### config.mk
export PLATFORM = sky130hd
export DESIGN_NAME = pht_update_drain_queue
export DESIGN_NICKNAME = d
export VERILOG_FILES = /design/src/rtl/pht_update_drain_queue.sv
export SDC_FILE = /design/constraint.sdc
export NUM_CORES = 1
export LEC_CHECK = 0
export CORE_AREA = 3 3 347 212
export DETAILED_ROUTE_END_ITERATION = 7
export DIE_AREA = 0 0 350 215
export GPL_TIMING_DRIVEN = 0
export PLACE_DENSITY = 0.83
export SLEW_MARGIN = 10
export SYNTH_ARGS = -nofsm -noshare
export SYNTH_HDL_FRONTEND = slang
export SYNTH_SLANG_ARGS = --single-unit
### constraint.sdc
create_clock -name clk -period 4.4 [get_ports clk]
set_clock_uncertainty 0.05 [all_clocks]
set_input_delay 0.88 -clock clk [delete_from_list [all_inputs] [get_ports clk]]
set_output_delay 0.88 -clock clk [all_outputs]
set_load 0.01 [all_outputs]
### src/rtl/pht_update_drain_queue.sv
// pht_update_drain_queue: circular FIFO of PHT updates retired one per cycle into a shared PHT write port.
// Define PHT_UPDATE_BYPASS_EN to let an update offered to an empty, idle queue write the PHT in the same cycle.
module pht_update_drain_queue #(
    parameter int QUEUE_SIZE     = 32,
    parameter int ADDR_WIDTH     = 32,
    parameter int ENTRY_WIDTH    = 2,
    parameter int DROP_CNT_WIDTH = 16
) (
    input  logic                         clk,
    input  logic                         rst_n,
    input  logic                         enqValid,
    input  logic [ADDR_WIDTH-1:0]        enqAddr,
    input  logic [ENTRY_WIDTH-1:0]       enqValue,
    input  logic                         portBusy,
    output logic                         phtWE,
    output logic [ADDR_WIDTH-1:0]        phtWA,
    output logic [ENTRY_WIDTH-1:0]       phtWV,
    output logic                         full,
    output logic                         empty,
    output logic [$clog2(QUEUE_SIZE):0]  count,
    output logic [DROP_CNT_WIDTH-1:0]    dropCount
);
    localparam int PW = $clog2(QUEUE_SIZE);
    localparam int CW = PW + 1;

    logic [ADDR_WIDTH-1:0]     addr_mem [QUEUE_SIZE];
    logic [ENTRY_WIDTH-1:0]    val_mem  [QUEUE_SIZE];
    logic [PW-1:0]             head_q, head_d, tail_q, tail_d;
    logic [CW-1:0]             count_q, count_d;
    logic [DROP_CNT_WIDTH-1:0] drop_q, drop_d;
    logic                      bypass, retire, enq, drop;

`ifdef PHT_UPDATE_BYPASS_EN
    assign bypass = empty && enqValid && !portBusy;
`else
    assign bypass = 1'b0;
`endif

    assign empty  = count_q == '0;
    assign full   = count_q == CW'(QUEUE_SIZE);
    assign retire = !empty && !portBusy;
    // A retire frees the head slot this cycle, so a full queue can still accept.
    assign enq    = enqValid && !bypass && (!full || retire);
    assign drop   = enqValid && full && !retire;

    always_comb begin
        phtWE   = retire || bypass;
        phtWA   = retire ? addr_mem[head_q] : bypass ? enqAddr : '0;
        phtWV   = retire ? val_mem[head_q] : bypass ? enqValue : '0;
        head_d  = retire ? head_q + PW'(1) : head_q;
        tail_d  = enq ? tail_q + PW'(1) : tail_q;
        count_d = count_q + CW'(enq) - CW'(retire);
        drop_d  = (drop && !(&drop_q)) ? drop_q + DROP_CNT_WIDTH'(1) : drop_q;
    end

    assign count     = count_q;
    assign dropCount = drop_q;

    always_ff @(posedge clk) begin
        if (enq) begin
            addr_mem[tail_q] <= enqAddr;
            val_mem[tail_q]  <= enqValue;
        end
    end

    always_ff @(posedge clk or negedge rst_n) begin
        if (!rst_n) begin
            head_q  <= '0;
            tail_q  <= '0;
            count_q <= '0;
            drop_q  <= '0;
        end else begin
            head_q  <= head_d;
            tail_q  <= tail_d;
            count_q <= count_d;
            drop_q  <= drop_d;
        end
    end
endmodule
Yosys cells after proc, flatten, opt, wreduce, memory -nomap -nowiden
Memories as Yosys holds them, arrays and structs flattened. Index checks and enable logic that the tools add are counted.

Memory bits (writable): 1088. Register bits: 32. Memories: 2. Output and inout bits: 59. Word-level logic and storage cells: 29. Input port bits: 38.

$add $sub $neg: 5. Equal/unequal tests: 1. Reduce and logical (&&, ||, !) cells: 13. Muxes and demuxes: 4.

Memory list: addr_mem (depth 32, width 32, read ports 1, clocked after memory_dff 0, wr ports 1, line 26) `logic [ADDR_WIDTH-1:0] addr_mem [QUEUE_SIZE];`; val_mem (depth 32, width 2, read ports 1, clocked after memory_dff 0, wr ports 1, line 27) `logic [ENTRY_WIDTH-1:0] val_mem [QUEUE_SIZE];`.

Operator list (number): $mux 32 (1); $add 16x1->16 const B (1); $reduce_and 16->1 (1); $add 5x1->5 const B (2); $add 6x1->6 (1); $eq 6x6->1 const B (1); $logic_not 6->1 (1); $sub 6x1->6 (1); $logic_and 1x1->1 (5); $logic_not 1->1 (5); $mux 1 (2); $mux 2 (1); $logic_or 1x1->1 (1).

Longest topological paths before layout
Gate-level depths: netlist of the first run.

Depth after elaboration: 7. Mapped depth: 16. Mapped depth without buffers: 15.

Worst setup path after synthesis of the first run
OpenSTA, ideal clock, no wires.

Kind: input to register. Start point: in portBusy. End point: mem addr_mem[27][0], enable pin. Library setup time: 0.425 ns. Path buffers: 1. Cell stages on the path: 5. Setup slack: 0.683 ns. Data arrival time: 3.242 ns. Required time: 3.925 ns. Path through: or2_2 > a21boi_2 > nand2_1 > clkbuf_1 > nor2_1.

Word-level cells in the longest chain between the ends: 6.

Ends and longest elaborated chain: start, declared (line 14) `input logic portBusy,`; $logic_not 1->1 (line 41) `assign retire = !empty && !portBusy;`; $logic_and 1x1->1 (line 41); $logic_or 1x1->1 (line 43) `assign enq = enqValid && !bypass && (!full || retire);`; $logic_and 1x1->1 (line 43); $mux 1 (line 60) `if (enq) begin`; $mux 1 (implied by the code) (line 61) `addr_mem[tail_q] <= enqAddr;`; end, declared (line 26).

No other way between the ends.

Worst setup path after layout of the first run
Start point: reg head_q[3]. End point: out phtWA[1].

Word-level cells in the longest chain between the ends: 2.

Ends and longest elaborated chain: start, declared (line 28) `logic [PW-1:0] head_q, head_d, tail_q, tail_d;`; start signal, assigned (line 68) `head_q <= '0;`; start signal, assigned (line 73) `head_q <= head_d;`; $mem_v2 32x32; $mux 32 (line 48) `phtWA = retire ? addr_mem[head_q] : bypass ? enqAddr : '0;`; end, declared (line 16) `output logic [ADDR_WIDTH-1:0] phtWA,`.

No other way between the ends.

==> results of run 1 <==
## routing by layer
metal  vias up  track usage, %  part of all wire (%)
met4         6           11.37                   3.8
met5         -               0                 0.034
met2      2259           48.08                    45
li1       9303               -                     -
met3       365           11.12                    15
met1     12280           45.32                    35
## area by class of cell
cell class | count | area [um^2] | area share (%)
buffer | 124 | 1144 | 2.260
sequential | 1120 | 33470 | 66.16
clock inverter | 57 | 619.3 | 1.224
clock buffer | 114 | 2470 | 4.882
multi-input combinational | 875 | 9966 | 19.70
antenna | 3 | 7.507 | 0.01484
tap | 924 | 1156 | 2.285
inverter | 13 | 52.55 | 0.1039
timing repair buffer | 137 | 1707 | 3.373
## metrics by stage
stage	area [um^2]	setup TNS [ns]	util, %	setup slack [ns]
2_1_floorplan	43530	0	-	0.6827
3_3_place_gp	45650	-1482.32	65.12	-1.765
4_1_cts	50350	-0.01587	71.83	-0.01587
6_report	50590	-0.05901	72.17	-0.04698
3_5_place_dp	46640	-6.916	66.53	-0.7279
5_1_grt	50590	-0.4620	72.17	-0.09180
## what timing repair did
| item | CTS | global route |
|---|---|---|
| pin swaps | 16 | 10 |
| resized for setup | 182 | 68 |
| setup buffers | 0 | 2 |
| endpoints found under the setup margin | 34 | 33 |
| hold buffers | 0 | 0 |
## kinds of logic (layout without fill, tap and decap cells)
group | Yosys count | after routing | synth area share [%]
flip-flops | 1120 | 1120 | 76.90
multiplexers | 375 | 375 | 13.56
AO/OA/AOI/OAI | 286 | 286 | 4.654
AND/OR/NAND/NOR | 175 | 175 | 1.779
buffers and inverters | 138 | 445 | 2.173
XOR/XNOR | 24 | 24 | 0.4829
adder cells (fa/ha/maj) | 15 | 15 | 0.4484
other | 0 | 3 | 0
## registers in the layout, indices dropped and copies added, names as in the netlist
name / flops
addr_mem: 1024
val_mem: 64
dropCount: 16
count: 6
head_q: 5
tail_q: 5
## report_power, final
group | leakage, nW | internal (mW) | switching, mW
registers | 10.2 | 12.4 | 0.239
logic | 4.86 | 4.52 | 7.12
clock network | 1.51 | 4.77 | 3.84
## worst min path at each step
stage | startpoint | end | slack, ns
detailed placement | dropCount[10] | dropCount[10] | 0.46
floorplan | dropCount[5] | dropCount[5] | 0.48
global route | rst_n | count[4] | 0.32
global placement | dropCount[5] | dropCount[5] | 0.45
CTS | rst_n | count[3] | 0.26
finish | rst_n | count[4] | 0.27
## cell usage in the layout (no fill, tap or decap), types with 25 or more instances in the layout
cell type        netlist  final
mux4_2               164    164
buf_12                11     43
a21oi_1               73     67
edfxtp_1            1088   1088
a221oi_1              34     31
o22ai_1               34     34
clkbuf_16              0     96
buf_2                 28     27
dfrtp_1               32     32
o221ai_1              33     32
nor2_4                 0     33
mux2i_1              204    202
clkbuf_1              49     31
buf_4                  7     25
nand2_1               92     92
clkdlybuf4s50_1        0     73
==> out/metrics.csv, run 1 <==
stage,metric,value,unit
outcome,status,finished with violations,
outcome,violated checks,setup timing,
global_routing,largest net degree at the start of global routing,33,
sta,RSZ-0062 raised after global routing,true,
clocking,CTS root buf,clkbuf_16,
yosys,Seq cells post-synth,1120,
job,max cap viols,0,
worst_setup_path,CP required,3.47,ns
layout,area grow syn2layout,16.23,%
floorplan,DIE WIDTH,350,um
yosys,synth cell count leaders,"1088 x edfxtp_1, 204 x mux2i_1, 164 x mux4_2",
worst_setup_path,Worst setup EP type,output port,
placed_design,Cells after DPL,3192,
yosys,Netlist Area Pre-Place,43530,um^2
worst_setup_path,number of cells on the critical path,6,
layout,Final Non-Filler Cells,3367,
sta,hold slack,0.2744,ns
yosys,register area share after synthesis,76.90,%
detailed_routing,DR pass1 iterations,8,
clocking,later-pin clock latency in the skew report,0.68,ns
yosys,synthesized area per cell,20.41,um^2
detailed_routing,Initial DRC Count,4475,
worst_setup_path,cell-by-cell trace of the critical path,buf_4 -> clkbuf_1 -> a21oi_1 -> a2111oi_4 -> a211oi_1 -> clkdlybuf4s50_1,
floorplan,num ports,97,
worst_hold_path,Hold Crit Class,input pin to async pin,
sta,worst rel slew slack,9.819,%
worst_setup_path,worst stage delay on the critical path,0.76,ns
sta,Final setup viols,3,
global_routing,antenna violations before repair,7,
clocking,total number of clock tree sinks,1120,
placed_design,Detail Placement HPWL,72090,um
placed_design,number of port buffers,96,
worst_setup_path,CP Launch Point,head_q[3],
worst_setup_path,r2r worst-path depth,7,
floorplan,Core Area,70100,um^2
floorplan,Die Y,215,um
worst_setup_path,"CP delay by family, top",buffers and inverters,
floorplan,DIE AREA,75250,um^2
yosys,Yosys cell types,52,
detailed_routing,DRC viols,0,
yosys,ranking of synthesized cells by area,"edfxtp_1 75%, mux4_2 8.5%, mux2i_1 4.7%, dfrtp_1 1.8%, a21oi_1 0.84%",
clocking,CTS max path bufs,3,
yosys,synth warn,0,
worst_setup_path,worst reg2reg setup slack,0.57,ns
worst_setup_path,R2R Path End,addr_mem[21][2],
worst_setup_path,origin of the critical flop-to-flop path,count[4],
clocking,Clock Pin Slew Worst Setup and Hold Paths,0.07,ns
sta,crit share post-route,101.1,%
clocking,CTS H-tree depth,3,
worst_setup_path,critical path endpoint,phtWA[1],
detailed_routing,Antenna Nets Post-Route,0,
worst_setup_path,Setup CP Type,flop to output port,
global_routing,GRT overflow,0,
global_routing,gr usage total,32.33,%
global_routing,number of global-route vias before repair,24320,
detailed_routing,drt wl/cell,35.95,um
layout,share of layout cells above drive strength 1,23.11,%
power_and_ir_drop,Pwr Density,650.1,nW/um^2
sta,setup ws final,-0.04698,ns
yosys,Async SR Flop Fraction,2.857,%
layout,Layout fillers,3739,
yosys,prevailing post-synth register cell,edfxtp_1,
sta,final number of hold-violating endpoints,0,
power_and_ir_drop,Max VDD drop,380.7,uV
worst_setup_path,CP max-delay cell,clkbuf_1,
layout,Nets,2418,
clocking,TritonCTS buffer count,94,
sta,Least-Margin Pin Slew,1.348,ns
placed_design,GPL Wtd Cong,0.8772,
yosys,Post-synth EDFFs,1088,
worst_setup_path,crit path DAT,3.52,ns
detailed_routing,WL final,121000,um
power_and_ir_drop,"Power, Total",32.89,mW
worst_setup_path,Critical Path Fanout Max,10,
yosys,Post-Syn Instances,2133,
clocking,CTS tree,done,
floorplan,effective utilization at floorplan,62.10,%
floorplan,FP Rows,75,
yosys,post-synth top area share,75.06,%
detailed_routing,via count,24220,
worst_setup_path,WP buf/inv,3,
worst_setup_path,CP Launch Type,flop,
yosys,net count after synthesis,2186,
yosys,cell taking the most area after synthesis,edfxtp_1,
power_and_ir_drop,LEAKAGE,16.58,nW
sta,f_max,224.9,MHz
detailed_routing,Via density,7.192,
yosys,most numerous cell in the Yosys netlist,edfxtp_1,
global_routing,first-pass GRT wire length,172400,um
sta,Final Critical Period,4.447,ns
sta,Final Max Tran Viols,0,
Power figures use the tool's default switching activity.
==> inputs of run 2 (changes only) <==
- SKIP_CTS_REPAIR_TIMING: not set -> 1
==> run 2 against run 1 <==
The run still ends with setup timing left. Sequential power hardly changed. Count of clock-buffer cells in the layout stayed put. Critical path depth is 2 higher. Largest cell class unchanged.
==> out/metrics.csv, run 2 (synthesis results as in run 1) <==
stage,metric,value,unit,change
outcome,status,finished with violations,,unchanged
outcome,violated checks,setup timing,,unchanged
layout,area grow syn2layout,16.27,%,was 16.23%
sta,RSZ-0062 raised after global routing,true,,unchanged
layout,Nets,2420,,was 2418
detailed_routing,Antenna Nets Post-Route,0,,unchanged
placed_design,placed cell area,46640,um^2,unchanged
power_and_ir_drop,Pwr Density,649.5,nW/um^2,was 650.1 nW/um^2
layout,post-route cell area,50610,um^2,was 50590 um^2
clocking,later-pin clock latency in the skew report,0.67,ns,was 0.68 ns
clocking,CTS max path bufs,3,,unchanged
detailed_routing,drt wl/cell,35.62,um,was 35.95 um
layout,Layout fillers,3754,,was 3739
clocking,CTS H-tree depth,3,,unchanged
sta,Least-Margin Pin Slew,1.274,ns,was 1.348 ns
layout,share of layout cells above drive strength 1,23.10,%,was 23.11%
clocking,CTS root buf,clkbuf_16,,unchanged
worst_setup_path,CP max-delay cell,nor4bb_1,,was clkbuf_1
power_and_ir_drop,Logic pwr share,35.5,%,was 35.4%
floorplan,num ports,97,,unchanged
clocking,CTS tree,done,,unchanged
worst_setup_path,worst stage delay on the critical path,0.54,ns,was 0.76 ns
power_and_ir_drop,"Power, Total",32.87,mW,was 32.89 mW
worst_setup_path,Setup CP Type,flop to output port,,unchanged
detailed_routing,via count,23900,,was 24220
sta,setup ws final,-0.1336,ns,was -0.04698 ns
placed_design,DP Worst Slack,-0.7279,ns,unchanged
sta,hold slack,0.2679,ns,was 0.2744 ns
placed_design,GPL Wtd Cong,0.8772,,unchanged
global_routing,met3 Track Usage GR,11.25,%,was 11.12%
global_routing,antenna violations before repair,7,,unchanged
worst_setup_path,worst reg2reg setup slack,0.69,ns,was 0.57 ns
floorplan,Die Y,215,um,unchanged
sta,final number of hold-violating endpoints,0,,unchanged
worst_setup_path,CP required,3.47,ns,about the same
global_routing,number of global-route vias before repair,24040,,was 24320
sta,worst rel slew slack,14.81,%,was 9.819%
power_and_ir_drop,Sw Share,33.99,%,was 34.02%
worst_setup_path,CP Launch Type,flop,,unchanged
detailed_routing,Initial DRC Count,4445,,was 4475
global_routing,GRT overflow,0,,unchanged
sta,f_max,220.6,MHz,was 224.9 MHz
worst_setup_path,Critical Path Fanout Max,10,,unchanged
clocking,Clock Pin Slew Worst Setup and Hold Paths,0.07,ns,about the same
job,max cap viols,0,,unchanged
detailed_routing,Via density,7.096,,was 7.192
floorplan,DIE WIDTH,350,um,unchanged
global_routing,GR peak layer,met2,,unchanged
floorplan,Core Area,70100,um^2,unchanged
layout,Top reg by flops,addr_mem,,unchanged
worst_setup_path,cell-by-cell trace of the critical path,inv_1 -> ha_1 -> nor4bb_1 -> or2_2 -> clkbuf_4 -> clkbuf_4 -> a211oi_1 -> clkdlybuf4s50_1,,was buf_4 -> clkbuf_1 -> a21oi_1 -> a2111oi_4 -> a211oi_1 -> clkdlybuf4s50_1
power_and_ir_drop,LEAKAGE,16.72,nW,was 16.58 nW
power_and_ir_drop,Reg power frac,38.5,%,about the same
global_routing,met1 GRT Util,43.71,%,was 45.32%
power_and_ir_drop,Power Internal,21.70,mW,about the same
floorplan,FP Rows,75,,unchanged
layout,"most common cell after layout, fill and taps aside",edfxtp_1,,unchanged
detailed_routing,WL final,120000,um,was 121000 um
layout,most frequent cells in the layout,"1088 x edfxtp_1, 204 x mux2i_1, 164 x mux4_2",,"was 1088 x edfxtp_1, 202 x mux2i_1, 164 x mux4_2"
worst_hold_path,Hold Crit Class,input pin to async pin,,unchanged
power_and_ir_drop,power share of the clock group,26.0,%,was 26.2%
floorplan,DIE AREA,75250,um^2,unchanged
global_routing,met2 usage,46.28,%,was 48.08%
floorplan,effective utilization at floorplan,62.10,%,unchanged
power_and_ir_drop,Max VDD drop,370.5,uV,was 380.7 uV
detailed_routing,DRC viols,0,,unchanged
worst_setup_path,Worst setup EP type,output port,,unchanged
sta,crit share post-route,103.0,%,was 101.1%
clocking,TritonCTS buffer count,94,,unchanged
global_routing,largest net degree at the start of global routing,33,,unchanged
worst_setup_path,CP most frequent cell,clkbuf_4,,
worst_setup_path,crit path DAT,3.60,ns,was 3.52 ns
sta,Final setup viols,12,,was 3
layout,"Core Util, Final",72.20,%,was 72.17%
layout,max reg flops,1024,,unchanged
global_routing,first-pass GRT wire length,167200,um,was 172400 um
placed_design,Detail Placement HPWL,72090,um,unchanged
global_routing,gr usage total,31.27,%,was 32.33%
sta,Final Max Tran Viols,0,,unchanged
detailed_routing,DR pass1 iterations,6,,was 8
power_and_ir_drop,P_sw,11.17,mW,was 11.19 mW
clocking,total number of clock tree sinks,1120,,unchanged
sta,Final Critical Period,4.534,ns,was 4.447 ns
placed_design,number of port buffers,96,,unchanged
==> run 2: cell types whose count changed in the layout (fill, tap and decap cells not counted), sizes merged <==
cell,change
dlymetal6s2s,+13
clkbuf,+7
buf,-6
diode,-1
dlygate4sd2,-12
==> run 2: path summary, 6_finish.rpt <==
| path | cells after the start | from | end |
|---|---|---|---|
| min reg2reg | 1 | dropCount[10] | dropCount[10] |
| min in group clk | 1 | dropCount[10] | dropCount[10] |
| min | 1 | rst_n | count[2] |
| max | 8 | count[3] | phtWA[9] |
| max reg2reg | 7 | count[4] | addr_mem[21][0] |
| max in group asynchronous | 1 | rst_n | dropCount[13] |
==> run 2: power groups by stage <==
stage	Clock (mW)	Sequential, mW	Combinational (mW)
3_3_place_gp	0	12.8	9.36
4_1_cts	8.53	12.6	10.3
3_5_place_dp	0	12.8	10.0
2_1_floorplan	0	12.8	6.05
5_1_grt	8.95	12.7	12.0
6_report	8.56	12.6	11.7
==> run 2: critical path: cells and delay by family (launching register included) <==
kind                       cells  cell delay [ns]
DFF                            1             0.43
buffers and inverters          4             1.35
AOI/OAI and AO/OA              1             0.12
and+or+nand+nor                2             0.82
adders and majority gates      1             0.19
==> run 2: cell type report <==
| cell class | count | area, um^2 | area share (%) |
|---|---|---|---|
| Clock inverter | 57 | 619.3 | 1.224 |
| Buffer | 124 | 1104 | 2.181 |
| Multi-Input combinational cell | 875 | 9960 | 19.68 |
| Inverter | 13 | 52.55 | 0.1038 |
| Timing Repair Buffer | 139 | 1772 | 3.501 |
| Antenna cell | 2 | 5.005 | 0.009889 |
| Tap cell | 924 | 1156 | 2.284 |
| Sequential cell | 1120 | 33470 | 66.14 |
| Clock buffer | 114 | 2470 | 4.880 |
==> run 2: metal layers <==
layer  vias up  part of all wire (%)
li1       9303                     -
met1     12120                    36
met2      2133                    45
met3       338                    15
met4         8                   3.8
met5         -                 0.042
==> run 2: stage by stage <==
step	instances	TNS, ns
after CTS	3363	-27.81
after detailed placement	3192	-6.916
after floorplan	2133	0
final	3368	-0.6799
after global routing	3367	-0.8630
after global placement	3153	-1482.32
